**src/rtl/dmem_arbiter.sv**
```systemverilog
// Two-port arbiter sharing a single-port DMEM between the CPU (port 0) and the loader/debug port (port 1).
// Optional macro DMEM_ARB_RR_EN switches contention handling from fixed m0 priority to round-robin.
module dmem_arbiter #(
  parameter int DMEM_ADDR_WIDTH = 12,
  parameter int DMEM_DATA_WIDTH = 32,
  parameter int BE_WIDTH        = DMEM_DATA_WIDTH / 8
) (
  input  logic                       clk,
  input  logic                       rst,
  input  logic                       m0_req,
  input  logic                       m0_we,
  input  logic [DMEM_ADDR_WIDTH-1:0] m0_addr,
  input  logic [DMEM_DATA_WIDTH-1:0] m0_wdata,
  input  logic [BE_WIDTH-1:0]        m0_be,
  output logic                       m0_gnt,
  output logic                       m0_rvalid,
  output logic [DMEM_DATA_WIDTH-1:0] m0_rdata,
  input  logic                       m1_req,
  input  logic                       m1_we,
  input  logic [DMEM_ADDR_WIDTH-1:0] m1_addr,
  input  logic [DMEM_DATA_WIDTH-1:0] m1_wdata,
  input  logic [BE_WIDTH-1:0]        m1_be,
  input  logic                       m1_lock,
  output logic                       m1_gnt,
  output logic                       m1_rvalid,
  output logic [DMEM_DATA_WIDTH-1:0] m1_rdata,
  output logic                       mem_en,
  output logic                       mem_we,
  output logic [DMEM_ADDR_WIDTH-1:0] mem_addr,
  output logic [DMEM_DATA_WIDTH-1:0] mem_wdata,
  output logic [BE_WIDTH-1:0]        mem_be,
  input  logic [DMEM_DATA_WIDTH-1:0] mem_rdata
);

  typedef enum logic {ARB, LOCK1} state_e;

  state_e state_q, state_d;
  logic   last_grant_q, last_grant_d;
  logic   rd_pending_q, rd_pending_d;
  logic   rd_owner_q, rd_owner_d;
  logic   arb_mode;
  logic   m1_wins_tie;

  always_comb begin
    // Dropping m1_lock while locked hands arbitration back to the normal rules in the same cycle.
    arb_mode = (state_q == ARB) || !m1_lock;
`ifdef DMEM_ARB_RR_EN
    m1_wins_tie = !last_grant_q;
`else
    m1_wins_tie = 1'b0 && !last_grant_q;
`endif
    m0_gnt = 1'b0;
    m1_gnt = 1'b0;
    if (rst) begin
      if (arb_mode) begin
        if (m0_req && m1_req) begin
          m0_gnt = !m1_wins_tie;
          m1_gnt = m1_wins_tie;
        end else begin
          m0_gnt = m0_req;
          m1_gnt = m1_req;
        end
      end else begin
        m1_gnt = m1_req;
      end
    end
  end

  always_comb begin
    mem_en    = m0_gnt | m1_gnt;
    mem_we    = 1'b0;
    mem_addr  = '0;
    mem_wdata = '0;
    mem_be    = '0;
    if (m0_gnt) begin
      mem_we    = m0_we;
      mem_addr  = m0_addr;
      mem_wdata = m0_wdata;
      mem_be    = m0_be;
    end else if (m1_gnt) begin
      mem_we    = m1_we;
      mem_addr  = m1_addr;
      mem_wdata = m1_wdata;
      mem_be    = m1_be;
    end
  end

  always_comb begin
    state_d      = state_q;
    last_grant_d = last_grant_q;
    if (arb_mode) begin
      state_d = (m1_gnt && m1_lock) ? LOCK1 : ARB;
    end
    if (m0_gnt) begin
      last_grant_d = 1'b0;
    end else if (m1_gnt) begin
      last_grant_d = 1'b1;
    end
    rd_pending_d = (m0_gnt && !m0_we) || (m1_gnt && !m1_we);
    rd_owner_d   = rd_pending_d ? m1_gnt : rd_owner_q;
  end

  always_ff @(posedge clk or negedge rst) begin
    if (!rst) begin
      state_q      <= ARB;
      last_grant_q <= 1'b1;
      rd_pending_q <= 1'b0;
      rd_owner_q   <= 1'b0;
    end else begin
      state_q      <= state_d;
      last_grant_q <= last_grant_d;
      rd_pending_q <= rd_pending_d;
      rd_owner_q   <= rd_owner_d;
    end
  end

  // Only the port that issued the read ever sees memory data.
  assign m0_rvalid = rd_pending_q && !rd_owner_q;
  assign m1_rvalid = rd_pending_q && rd_owner_q;
  assign m0_rdata  = m0_rvalid ? mem_rdata : '0;
  assign m1_rdata  = m1_rvalid ? mem_rdata : '0;

endmodule

```
**config.mk**
```make
export PLATFORM = sky130hd
export DESIGN_NAME = dmem_arbiter
export DESIGN_NICKNAME = d
export VERILOG_FILES = /design/src/rtl/dmem_arbiter.sv
export SDC_FILE = /design/constraint.sdc
export NUM_CORES = 1
export LEC_CHECK = 0
export ABC_CLOCK_PERIOD_IN_PS = 1600
export CELL_PAD_IN_SITES_DETAIL_PLACEMENT = 2
export CELL_PAD_IN_SITES_GLOBAL_PLACEMENT = 2
export CORE_AREA = 2 2 99 101
export CTS_CLUSTER_SIZE = 40
export DETAILED_ROUTE_END_ITERATION = 10
export DIE_AREA = 0 0 101 103
export DONT_BUFFER_PORTS = 1
export PLACE_DENSITY = 0.46
export SLEW_MARGIN = 20
export SYNTH_ARGS = -nofsm -noshare
export SYNTH_HDL_FRONTEND = slang
export SYNTH_SLANG_ARGS = --single-unit
```
**constraint.sdc**
```tcl
create_clock -name clk -period 1.6 [get_ports clk]
set_clock_uncertainty 0.05 [all_clocks]
set_input_delay 0.24 -clock clk [delete_from_list [all_inputs] [get_ports clk]]
set_output_delay 0.24 -clock clk [all_outputs]
set_load 0.01 [all_outputs]
```
==> flow_summary.json <==
{
  "status": "finished with violations",
  "violations": "negative setup slack",
  "cts_tree": "yes",
  "cts_sinks": 3,
  "ys_seq_elements": 3,
  "grt_pass1_vias": 1260,
  "clock-root-buffer": "clkbuf_8",
  "finalCoreUtilization_pct": 17.49,
  "final_nets": 291,
  "core_area_sq_um": 9459,
  "ant_nets": 0,
  "wl_per_cell_um": 24.49,
  "rsz0062_at_grt": "true",
  "fin_cells": 269,
  "seq_area_frac_synth_pct": 6.459,
  "startpoint_type": "flip-flop",
  "drv_slew": 0,
  "htreeDepth": 1,
  "ys_async_sr_fraction_pct": 100.0,
  "clock.fmax_mhz": 574.4,
  "worst_slack_ps": -141.0,
  "grt_util_all_layers_pct": 9.986,
  "netlist_top_cells_count": "a22o_1, and2_1, and3_1, buf_6, clkbuf_1",
  "dp_hpwl_um": 4271,
  "syn_area_per_cell_sq_um": 7.907,
  "overflow": 0,
  "synthTopCellsByArea": "a22o_1, and2_1, and3_1, buf_6, dfrtp_1",
  "fp-row-count": 36,
  "syn_to_final_growth_pct": 42.30,
  "synthFlopType": "dfrtp_1",
  "synth_top_area_share_pct": 36.92,
  "required_ps": 1310,
  "place_congestion": 0.7403,
  "synth_top_cell_by_area": "a22o_1",
  "ios": 253,
  "worst_hold_path_type": "in2reg",
  "syn_inst": 147,
  "yosysMostFrequentCell": "a22o_1",
  "yosysWarningCount": 0,
  "synth-edff-count": 0,
  "relSlewSlack_pct": 51.69,
  "cp.arrival_ps": 1450,
  "dieArea_sq_um": 10400,
  "timing.final.crit_share_pct": 108.8,
  "p_per_area_nw_per_um2": 479.8,
  "syn_nets": 282,
  "diodes": 0,
  "dr_total_vias": 1399,
  "setup_violations": 50,
  "clk_latency_ps": 220,
  "worst_pin_slew_ps": 722.9,
  "path_class": "reg2out",
  "grt_start_max_net_pins": 34,
  "place.port_buffers": 0,
  "drive_gt1_share_pct": 32.90,
  "finalCriticalPeriod_ps": 1741,
  "dp_cells": 250,
  "ir_drop_v": 0.0003501,
  "clk_pin_slew_ps": 30,
  "path_max_fanout": 12,
  "via_per_inst": 5.201,
  "end_kind": "output port",
  "clk_path_buf_depth": 2,
  "die-width_um": 101,
  "cts_made_buffers": 3,
  "max_cap_viol_count": 0,
  "fp.dieH_um": 103,
  "hold_viol_final": 0,
  "routed_wl_um": 6587,
  "drt_pass1_iterations": 4,
  "syn-cell-area_sq_um": 1162,
  "ys_types": 18,
  "route.detailed.drc": 0,
  "initialDrtViolationCount": 27,
  "p_leak_nw": 0.7879,
  "fillers": 1101,
  "antenna_found_initial": 0,
  "grt_first_pass_wirelength_um": 7576,
  "initial_core_util_pct": 12.29
}
-- worst max-delay path, cell delays in order, from the launching register on --
cell      delay [ps]
dfrtp_1          400
a21boi_4          90
buf_6            140
nand2_8          160
clkinv_8         140
a22o_4           300
-- final cells by class --
type | instances | area (sq um) | share of cell area (%)
clock buffers | 4 | 45.04 | 2.723
repair buffers | 14 | 140.1 | 8.472
flip-flops and latches | 3 | 75.07 | 4.539
inverters | 1 | 30.03 | 1.815
multi-input cells | 131 | 1189 | 71.86
repair inverters | 2 | 32.53 | 1.967
well taps | 114 | 142.6 | 8.623
-- where the power goes --
part           switching [W]  leakage, nW  internal [W]
clock              0.0000564       0.0228      0.000170
sequential        0.00000995       0.0393     0.0000836
combinational       0.000281        0.726      0.000192
total               0.000348        0.788      0.000446
-- stage by stage --
step / setup slack (ps) / setup TNS, ps / hold slack (ps) / area [sq um] / power (W)
floorplan: 220.8 / 0 / -105.6 / 1162 / 0.0004096
global placement: -280.0 / -12220 / -105.3 / 1226 / 0.0004498
global route: -196.8 / -8742 / 63.67 / 1654 / 0.0008388
CTS: -137.8 / -5639 / -338.3 / 1505 / 0.0007663
detailed placement: -353.7 / -15710 / -105.2 / 1226 / 0.0004551
finish: -141.0 / -6096 / 66.90 / 1654 / 0.0007937
-- state kept, by name, indices dropped and copies added, names as in the netlist --
register,flops
rd_owner_q,1
rd_pending_q,1
state_q,1
-- placed cells by master, fill, tap and decap left out --
master,netlist,final
a22o_1,49,28
o22a_1,1,1
inv_12,0,1
o21a_1,1,1
nor2_2,0,2
a21boi_4,1,1
buf_4,0,9
clkbuf_8,0,3
nand2_8,0,1
and2_1,33,33
nand2_1,2,2
nor2_4,1,6
o21bai_1,1,1
buf_6,9,2
clkinv_16,0,1
clkbuf_1,8,1
dfrtp_1,3,3
clkinv_8,0,1
nor2b_4,1,1
a22o_4,0,21
nor3_1,1,1
dlygate4sd3_1,0,1
buf_12,0,2
and3_1,32,32
-- logic make-up after synthesis --
logic type / share of synthesized area, %
simple gates: 39.18
buf+inv: 13.78
flops: 6.458
compound gates: 40.58
-- worst paths after layout --
kind	slack, ps	depth (start not counted)	endpoint	from
setup / recovery	-140	5	mem_wdata[21]	state_q$_DFFE_PN0N_
hold / removal	70	1	rd_pending_q$_DFF_PN0_	m0_we
setup reg to reg	210	5	rd_owner_q$_DFFE_PN0P_	state_q$_DFFE_PN0N_
hold reg to reg	540	1	state_q$_DFFE_PN0N_	state_q$_DFFE_PN0N_
max in group asynchronous	1080	1	rd_owner_q$_DFFE_PN0P_	rst
min in group asynchronous	240	1	state_q$_DFFE_PN0N_	rst
-- what timing repair did --
item                                   4_1_cts  5_1_grt
endpoints found under the hold margin        3        3
cloned                                       8        1
setup buffers                                4        1
pin swaps                                    7        0
setup endpoints to repair                   52       50
resized for setup                           22       15
-- metal layers --
layer	wire length, um	GRT usage (%)	vias to the layer above
met5	0	0	-
met4	98	3.950	0
met3	539	1.017	7
met2	3540	19.23	144
met1	2409	11.23	662
li1	-	-	586
(Power assumes the default switching activity.)
